File: src/rtl/board_pkg.sv
// Shared types and default geometry for the drop_board playfield.
//   state_e : top-level FSM states (idle / piece falling)
//   piece_e : piece colour, encoded to match the player input (0 = red, 1 = green)
package board_pkg;

    typedef enum logic {
        StIdle = 1'b0,
        StFall = 1'b1
    } state_e;

    typedef enum logic {
        PieceRed = 1'b0,
        PieceGrn = 1'b1
    } piece_e;

    localparam int unsigned DefaultCols    = 16;
    localparam int unsigned DefaultRows    = 16;
    localparam int unsigned DefaultDropDiv = 4;

endpackage

File: src/rtl/drop_column.sv
// One playfield column: stack height plus the committed red/green pieces.
//   clk_i, rst_ni : clock, asynchronous active-low reset
//   commit_i      : place one piece of colour_i on top of the stack
//   height_o      : number of pieces held (0..ROWS)
//   full_o        : column holds ROWS pieces
//   red_o, grn_o  : committed pieces, bit 0 = bottom row
module drop_column
    import board_pkg::*;
#(
    parameter int unsigned ROWS = DefaultRows,
    localparam int unsigned HgtW = $clog2(ROWS + 1)
) (
    input  logic            clk_i,
    input  logic            rst_ni,
    input  logic            commit_i,
    input  piece_e          colour_i,
    output logic [HgtW-1:0] height_o,
    output logic            full_o,
    output logic [ROWS-1:0] red_o,
    output logic [ROWS-1:0] grn_o
);

    logic [HgtW-1:0] height_q, height_d;
    logic [ROWS-1:0] red_q, red_d, grn_q, grn_d;
    logic [ROWS-1:0] slot;

    assign full_o = (height_q == HgtW'(ROWS));
    // One-hot mask of the first free cell.
    assign slot   = ROWS'(1) << height_q;

    always_comb begin
        height_d = height_q;
        red_d    = red_q;
        grn_d    = grn_q;
        if (commit_i && !full_o) begin
            height_d = height_q + HgtW'(1);
            if (colour_i == PieceGrn) begin
                grn_d = grn_q | slot;
            end else begin
                red_d = red_q | slot;
            end
        end
    end

    always_ff @(posedge clk_i or negedge rst_ni) begin
        if (!rst_ni) begin
            height_q <= '0;
            red_q    <= '0;
            grn_q    <= '0;
        end else begin
            height_q <= height_d;
            red_q    <= red_d;
            grn_q    <= grn_d;
        end
    end

    assign height_o = height_q;
    assign red_o    = red_q;
    assign grn_o    = grn_q;

endmodule

File: src/rtl/drop_board.sv
// Connect-Four playfield with gravity animation.
//   clk_i, rst_ni        : clock, asynchronous active-low reset
//   col_sel_i            : target column (binary, 0 = leftmost)
//   drop_req_i, player_i : drop request and colour (0 red, 1 green), sampled in idle
//   busy_o               : a piece is falling
//   drop_done_o          : one-cycle pulse after the piece is committed
//   drop_reject_o        : one-cycle pulse after a refused request
//   board_full_o         : every column holds ROWS pieces
//   red_pixels_o         : [column][row] red LEDs, committed pieces plus falling piece
//   grn_pixels_o         : same layout for green
module drop_board
    import board_pkg::*;
#(
    parameter int unsigned COLS     = DefaultCols,
    parameter int unsigned ROWS     = DefaultRows,
    parameter int unsigned DROP_DIV = DefaultDropDiv,
    localparam int unsigned COL_W   = (COLS > 1) ? $clog2(COLS) : 1
) (
    input  logic                      clk_i,
    input  logic                      rst_ni,
    input  logic [COL_W-1:0]          col_sel_i,
    input  logic                      drop_req_i,
    input  logic                      player_i,
    output logic                      busy_o,
    output logic                      drop_done_o,
    output logic                      drop_reject_o,
    output logic                      board_full_o,
    output logic [COLS-1:0][ROWS-1:0] red_pixels_o,
    output logic [COLS-1:0][ROWS-1:0] grn_pixels_o
);

    localparam int unsigned HgtW = $clog2(ROWS + 1);
    localparam int unsigned RowW = (ROWS > 1) ? $clog2(ROWS) : 1;
    localparam int unsigned DivW = (DROP_DIV > 1) ? $clog2(DROP_DIV) : 1;

    state_e           state_q, state_d;
    logic [COL_W-1:0] col_q, col_d;
    piece_e           piece_q, piece_d;
    logic [RowW-1:0]  row_q, row_d;
    logic [DivW-1:0]  div_q, div_d;
    logic             done_q, done_d, reject_q, reject_d;

    logic [COLS-1:0]           commit, col_full;
    logic [COLS-1:0][HgtW-1:0] heights;
    logic [COLS-1:0][ROWS-1:0] red_cm, grn_cm;
    logic [HgtW-1:0]           sel_hgt, cur_hgt;
    logic                      sel_valid, step, landing;

    for (genvar c = 0; c < COLS; c++) begin : g_col
        drop_column #(
            .ROWS(ROWS)
        ) u_col (
            .clk_i   (clk_i),
            .rst_ni  (rst_ni),
            .commit_i(commit[c]),
            .colour_i(piece_q),
            .height_o(heights[c]),
            .full_o  (col_full[c]),
            .red_o   (red_cm[c]),
            .grn_o   (grn_cm[c])
        );
    end

    // Height lookup by comparison so an out-of-range col_sel_i never indexes past COLS.
    always_comb begin
        sel_hgt = '0;
        cur_hgt = '0;
        for (int unsigned c = 0; c < COLS; c++) begin
            if (32'(col_sel_i) == c) sel_hgt = heights[c];
            if (32'(col_q) == c)     cur_hgt = heights[c];
        end
    end

    assign sel_valid = (32'(col_sel_i) < COLS);
    assign step      = (div_q == DivW'(DROP_DIV - 1));
    assign landing   = (HgtW'(row_q) == cur_hgt);

    always_comb begin
        state_d  = state_q;
        col_d    = col_q;
        piece_d  = piece_q;
        row_d    = row_q;
        div_d    = div_q;
        done_d   = 1'b0;
        reject_d = 1'b0;
        commit   = '0;
        unique case (state_q)
            StIdle: begin
                if (drop_req_i) begin
                    if (sel_valid && (sel_hgt != HgtW'(ROWS))) begin
                        col_d   = col_sel_i;
                        piece_d = piece_e'(player_i);
                        row_d   = RowW'(ROWS - 1);
                        div_d   = '0;
                        state_d = StFall;
                    end else begin
                        reject_d = 1'b1;
                    end
                end
            end
            StFall: begin
                if (step) begin
                    div_d = '0;
                    if (landing) begin
                        commit[col_q] = 1'b1;
                        done_d        = 1'b1;
                        state_d       = StIdle;
                    end else begin
                        row_d = row_q - RowW'(1);
                    end
                end else begin
                    div_d = div_q + DivW'(1);
                end
            end
            default: state_d = StIdle;
        endcase
    end

    always_ff @(posedge clk_i or negedge rst_ni) begin
        if (!rst_ni) begin
            state_q  <= StIdle;
            col_q    <= '0;
            piece_q  <= PieceRed;
            row_q    <= '0;
            div_q    <= '0;
            done_q   <= 1'b0;
            reject_q <= 1'b0;
        end else begin
            state_q  <= state_d;
            col_q    <= col_d;
            piece_q  <= piece_d;
            row_q    <= row_d;
            div_q    <= div_d;
            done_q   <= done_d;
            reject_q <= reject_d;
        end
    end

    // The falling piece is always above the stack, so it never overlaps a committed cell.
    always_comb begin
        red_pixels_o = red_cm;
        grn_pixels_o = grn_cm;
        if (state_q == StFall) begin
            if (piece_q == PieceGrn) begin
                grn_pixels_o[col_q][row_q] = 1'b1;
            end else begin
                red_pixels_o[col_q][row_q] = 1'b1;
            end
        end
    end

    assign busy_o        = (state_q == StFall);
    assign drop_done_o   = done_q;
    assign drop_reject_o = reject_q;
    assign board_full_o  = &col_full;

endmodule

File: config.mk
export PLATFORM = sky130hd
export DESIGN_NAME = drop_board
export DESIGN_NICKNAME = d
export VERILOG_FILES = /design/src/rtl/board_pkg.sv /design/src/rtl/drop_column.sv /design/src/rtl/drop_board.sv
export SDC_FILE = /design/constraint.sdc
export NUM_CORES = 1
export LEC_CHECK = 0
export BUFFER_PORTS_ARGS = -buffer_cell sky130_fd_sc_hd__clkbuf_2
export CAP_MARGIN = 20
export CORE_UTILIZATION = 54
export DETAILED_ROUTE_END_ITERATION = 6
export PLACE_DENSITY = 0.79
export SETUP_SLACK_MARGIN = 0.15
export SKIP_LAST_GASP = 1
export SYNTH_ARGS = -nofsm -noshare
export SYNTH_HDL_FRONTEND = slang
export SYNTH_HIERARCHICAL = 1
export SYNTH_SLANG_ARGS = --single-unit
export TNS_END_PERCENT = 5
File: constraint.sdc
create_clock -name clk_i -period 9.3 [get_ports clk_i]
set_input_delay 0.465 -clock clk_i [delete_from_list [all_inputs] [get_ports clk_i]]
set_output_delay 0.465 -clock clk_i [all_outputs]
set_load 0.005 [all_outputs]
# --- Word-level counts from Yosys, hierarchy flattened ---
# Cells that the tools add are included.
op_classes:
  n_addsub: 18
  order_cmp: 4
  eq_ne: 53
  n_shift: 16
  mux: 65
  bitwise: 36
  reduce_logical: 72
op_table:
  columns: ["cell", "n"]
  rows:
  - ["$mux W256", 4]
  - ["$or A16 B16 Y16", 32]
  - ["$or A256 B256 Y256", 2]
  - ["$shl A1 B5 Y16 const A", 16]
  - ["$mux W5", 32]
  - ["$add A5 B1 Y5 const B", 16]
  - ["$eq A5 B5 Y1 const B", 16]
  - ["$reduce_and A2 Y1", 33]
  - ["$demux W16 S4", 1]
  - ["$eq A4 B4 Y1 const B", 16]
  - ["$mux W16", 4]
  - ["$eq A4 B3 Y1 const B", 8]
  - ["$logic_and A1 B1 Y1", 18]
  - ["$eq A4 B2 Y1 const B", 4]
  - ["$logic_not A1 Y1", 16]
  - ["$mux W4", 4]
  - ["$reduce_and A16 Y1", 1]
  - ["$mux W1", 12]
  - ["$lt A4 B5 Y1 const B", 2]
  - ["$demux W1 S4", 2]
  - ["$eq A4 B1 Y1 const B", 2]
  - ["$ge A4 B1 Y1 const B", 2]
  - ["$logic_not A4 Y1", 2]
  - ["$pmux W4 S2", 1]
  - ["13 further kinds", 18]
totals:
  ff_bits: 606
  input_bits: 8
  output_inout_bits: 516

# --- Logic depth before layout (Yosys ltp) ---
depth:
  depth_word: 23
  depth_mapped: 17
  mapped_depth_nobuf: 11

# --- Cells and area by module ---
# The synthesis kept the hierarchy.
modules_own_cells:
  columns: ["mod", "instances", "cells_per_inst", "area_each_um2", "seq_area_each_um2"]
  rows:
  - ["drop_column", 16, 100, 1477.7, 925.9]
  - ["drop_board", 1, 1053, 7444.6, 350.3]

# --- Least setup slack after synthesis ---
# OpenSTA, ideal clock, no wires.
synth_path:
  path_type: "reg-to-reg"
  start: "reg col_q[0]"
  end: "reg g_col[0].u_col.red_q[6]"
  setup_time_ns: 0.065
  arrival_ns: 3.240
  required_ns: 9.235
  setup_slack_ns: 5.995
  stages_incl_launch_ff: 13
  synth_period_minus_slack_ns: 3.305
  path_cell_list: "dfrtp_1 > buf_4 > or3b_4 > a21oi_2 > a21oi_1 > a2111oi_4 > o32ai_1 > a221oi_4 > nand3_4 > nor3_1 > and2b_4 > nor3b_4 > a31o_2"
synth_via:
  elab_chain_cells: 23
  word_cells_on_any_way: 43
  classes_between: "order compare (2); eq/ne (16); mux (21); reduce/logical (4)"
synth_rtl:
  columns: ["item", "line", "text"]
  rows:
  - ["start, declared", "drop_board.sv:37", "logic [COL_W-1:0] col_q, col_d;"]
  - ["start signal, assigned", "drop_board.sv:130", "col_q <= col_d;"]
  - ["$logic_not A4 Y1", "drop_board.sv:70", "if (32'(col_q) == c) cur_hgt = heights[c];"]
  - ["$mux W5 (16 in a row)", "drop_board.sv:70", null]
  - ["$eq A4 B5 Y1", "drop_board.sv:76", "assign landing = (HgtW'(row_q) == cur_hgt);"]
  - ["$mux W16 (*)", "drop_board.sv:104", "if (landing) begin"]
  - ["$mux W16 (*)", "drop_board.sv:102", "if (step) begin"]
  - ["$mux W16 (*)", "drop_board.sv:87", "unique case (state_q)"]
  - ["net commit[0]", "drop_board.sv:43", "logic [COLS-1:0] commit, col_full;"]
  - ["$logic_and A1 B1 Y1 (*)", "drop_column.sv:35", "if (commit_i && !full_o) begin"]
  - ["$reduce_and A2 Y1 (no line) (*)", null, null]
  - ["end signal, assigned", "drop_column.sv:52", "red_q <= red_d;"]
  - ["end, declared", "drop_column.sv:24", "logic [ROWS-1:0] red_q, red_d, grn_q, grn_d;"]
# The timed path passes the listed nets; every way through them passes the cells marked *.
# A chain may end at the register's enable or synchronous reset.

# --- Worst setup path in the final report ---
layout_path:
  start: "reg col_q[2]"
  end: "reg g_col[4].u_col.red_q[4]"
layout_via:
  elab_chain_cells: 23
  word_cells_on_any_way: 43
  classes_between: "order compare (2); eq/ne (16); mux (21); reduce/logical (4)"
layout_rtl:
  columns: ["item", "line"]
  rows:
  - ["$logic_not A4 Y1", "drop_board.sv:70"]
  - ["$mux W5 (16 in a row)", "drop_board.sv:70"]
  - ["$eq A4 B5 Y1", "drop_board.sv:76"]
  - ["$mux W16 (*)", "drop_board.sv:104"]
  - ["$mux W16 (*)", "drop_board.sv:102"]
  - ["$mux W16 (*)", "drop_board.sv:87"]
  - ["net commit[4]", "drop_board.sv:43"]
  - ["$logic_and A1 B1 Y1 (*)", "drop_column.sv:35"]
  - ["$reduce_and A2 Y1 (no line) (*)", null]
  - ["end signal, assigned", "drop_column.sv:52"]
  - ["end, declared", "drop_column.sv:24"]
# Marks and branches as above.

==> impl_metrics.tcl <==
set metrics [dict create \
    synth-seq-area-share 0.488 \
    drt_iter0_markers 2308 \
    start_util 0.549 \
    cts-htree-levels 3 \
    core_area_sq_mm 0.0566 \
    post-cts-setup-buffer-count 0 \
    p_sw_mw 2.62 \
    wl_met1_um 42700 \
    maxCapViolCount 0 \
    rows 87 \
    ys_ff_latch 606 \
    hold_class "primary input to async pin" \
    ys_async_sr_fraction 1.00 \
    die_h_um 242 \
    arrival_ns 5.63 \
    critPathLaunchType "register" \
    overflow 0 \
    timing.hold.ws_ns -0.0700 \
    rsz0062_at_grt "no" \
    final_hold_viol_count 39 \
    cts_buffer_depth 3 \
    synth_nets 2762 \
    synthDistinctLibCells 85 \
    drt-total-wl_um 106000 \
    place_hpwl_um 72500 \
    cts-resized-gates 0 \
    drv_slew 0 \
    power_frac_seq 0.391 \
    grt_pass1_vias 25518 \
    total_power_mw 7.40 \
    ys_warn_count 6 \
    path_class "register to register" \
    io_pins 524 \
    routed.top_layer "met4" \
    startpoint "col_q[2]$_DFFE_PN0P_" \
    final.setup.tns_ns 0 \
    cts_buffers 66 \
    syn_to_final_growth_pct 16.2 \
    clock_sinks 606 \
    outcome "complete, but fails checks" \
    met2_length_um 50400 \
    synth_edf_count 0 \
    synth_area_sq_mm 0.0311 \
    worst-endpoint-required_ns 9.85 \
    postCtsHoldBufs 0 \
    period_needed_ns 5.08 \
    vias 25247 \
    setup_viol 0 \
    io_buffers 523 \
    internal_power_mw 4.77 \
    leakage_nw 20.9 \
    gp_congestion 0.960 \
    clock_latency_ns 0.62 \
    r2r-start "col_q[2]$_DFFE_PN0P_" \
    fp.dieArea_sq_mm 0.0585 \
    dr_wl_met3_um 8200 \
    grt_pass1_wl_um 160000 \
    violations "negative hold slack" \
    syn_avg_cell_area_sq_um 11.7 \
    antenna_found_initial 4 \
    cts_tree "done" \
    grt_usage 0.358 \
    drcViolationCount 0 \
    pwr-share-comb 0.247 \
    ir_drop_mv 0.155 \
    p_per_area_mw_per_mm2 205 \
    postSynthCellCount 2653 \
    first_pass_iters 7 \
    die-width_um 242 \
    worst_pin_slew_ns 1.18 \
    max_freq_mhz 197 \
    vias_per_cell 6.49 \
    wire_per_inst_um 27.3 \
    root_buffer "clkbuf_16" \
    clkTransAtPathRegs_ns 0.06 \
    slew_headroom 0.214 \
    fin_skew_ns 0.0303 \
    power_frac_clock 0.362 \
    netSwitchingFraction 0.355 \
    end_kind "register" \
    fin_ws_ns 4.22 \
    synthFlopType "dfrtp_1" \
    layout-drive-gt1-share 0.304 \
    cp_max_fo 32 \
    final_nets 3188 \
    ant_nets 0 \
    dp_slack_ns 4.42 \
    min_period_over_period 0.546 \
    grt_max_degree 189 \
]
stage by stage:
| step | cells | instance area [sq um] | utilization |
|---|---|---|---|
| after global placement | 3760 | 33800 | 0.597 |
| final | 3888 | 36100 | 0.638 |
| after global routing | 3886 | 36100 | 0.638 |
| after detailed placement | 3761 | 33800 | 0.597 |
| after floorplan | 2653 | 31100 | - |
| after CTS | 3876 | 36000 | 0.636 |
power groups by stage:
stage          clock [mW]  sequential, mW  combinational (mW)
6_report             2.68            2.89                1.83
5_1_grt              2.81            2.91                1.92
4_1_cts              2.70            2.89                1.78
3_5_place_dp            0            2.94                1.76
3_3_place_gp            0            2.93                1.74
2_1_floorplan           0            2.87                1.08
state kept, by name, summed over array words and instances, names as in the netlist:
| signal | count |
|---|---|
| div_q | 2 |
| busy_o | 1 |
| col_q | 4 |
| g_col.u_col/grn_o | 256 |
| drop_reject_o | 1 |
| g_col.u_col/height_o | 80 |
| piece_q | 1 |
| drop_done_o | 1 |
| row_q | 4 |
| g_col.u_col/red_o | 256 |
synth_stat cells (all sizes together) (5+ instances only):
cell / number / share of area
nor2: 32 / 0.0039
and2b: 18 / 0.0056
mux2i: 37 / 0.012
a21o: 403 / 0.097
a21oi: 33 / 0.0054
a221o: 5 / 0.0016
nor3b: 22 / 0.011
nor2b: 57 / 0.011
nand3b: 5 / 0.0012
nand2b: 28 / 0.0095
nand2: 65 / 0.0078
nand3: 17 / 0.0031
a211oi: 8 / 0.0023
nand4: 39 / 0.0078
mux2: 23 / 0.010
and3b: 34 / 0.0096
a2111oi: 5 / 0.0027
buf: 92 / 0.023
o21bai: 434 / 0.10
nor3: 33 / 0.0066
and3: 29 / 0.0058
a31o: 193 / 0.054
xnor2: 48 / 0.014
clkbuf: 98 / 0.012
nor4bb: 16 / 0.013
o21ai: 31 / 0.0051
ha: 101 / 0.041
a31oi: 5 / 0.0010
and2: 8 / 0.0016
dfrtp: 606 / 0.49
inv: 62 / 0.0075
worst max-delay path, cell delays in order (launching register included):
cell       delay (ns)
dfrtp_1          1.00
nand2b_1         0.58
o32ai_2          0.50
o31ai_1          0.17
a2bb2oi_1        0.19
a221oi_4         0.52
nand3_4          0.38
nor3_1           0.81
and2b_4          0.30
nor3b_4          0.36
a31o_1           0.20
logic make-up (layout without fill, tap and decap cells):
logic type                 Yosys count  count (layout)  share of synthesized area
xor gates and xnor gates            48              48                     0.0135
other                                0               6                          0
DFF                                606             606                      0.488
and+or+nand+nor                    417             417                      0.102
muxes                               64              64                     0.0251
buffers and inverters              254             727                     0.0428
AOI/OAI and AO/OA                 1163            1163                      0.289
adders and majority gates          101             101                     0.0407
worst paths after layout:
kind	to	slack, ns	cells past startpoint
min in group clk_i	piece_q$_DFFE_PN0P_	0.10	2
max	g_col[4].u_col/red_o[4]$_DFFE_PN0P_	4.22	10
max reg2reg	g_col[4].u_col/red_o[4]$_DFFE_PN0P_	4.22	10
min reg2reg	g_col[13].u_col/red_o[2]$_DFFE_PN0P_	0.45	1
max in group asynchronous	g_col[11].u_col/grn_o[11]$_DFFE_PN0P_	6.79	3
min	g_col[0].u_col/grn_o[10]$_DFFE_PN0P_	-0.07	1
metal layers:
| metal | vias up | GRT usage |
|---|---|---|
| li1 | 10602 | - |
| met1 | 12992 | 0.473 |
| met2 | 1371 | 0.569 |
| met3 | 282 | 0.0709 |
| met4 | 0 | 0.169 |
| met5 | - | 0 |
final cells by class:
| cell class | instances | area (sq um) |
|---|---|---|
| Fill cell | 4412 | 20500 |
| Antenna cell | 6 | 15.0 |
| Tap cell | 756 | 946 |
| Timing Repair Buffer | 548 | 2900 |
| Clock buffer | 90 | 1900 |
| Multi-Input combinational cell | 1793 | 14600 |
| Clock inverter | 25 | 309 |
| Sequential cell | 606 | 15200 |
| Inverter | 64 | 240 |
cell usage in the layout, fill, tap and decap left out, types with 8 or more instances in the layout:
cell,Yosys,routed
clkbuf_8,0,17
a31o_2,161,161
mux2_4,16,16
o21ai_0,28,28
nand2b_1,12,12
nor3_2,8,8
and3_1,29,29
mux2i_1,37,37
clkbuf_16,0,66
buf_4,8,17
nor3b_4,16,16
nor3_1,25,25
a21oi_1,32,32
and2_1,8,8
nand4_1,39,39
and2b_4,16,16
nor4bb_4,16,16
clkinv_2,0,9
nor2_1,31,31
nand2_1,65,53
nand3_1,16,12
xnor2_1,48,48
dfrtp_1,606,605
clkbuf_1,98,8
a21o_1,403,403
o21bai_1,434,434
ha_1,101,101
clkbuf_2,0,522
nor2b_1,57,57
nand2b_4,16,16
inv_1,62,62
and3b_1,34,34
nand2_2,0,12
a31o_1,32,32
(Power assumes the default switching activity.)
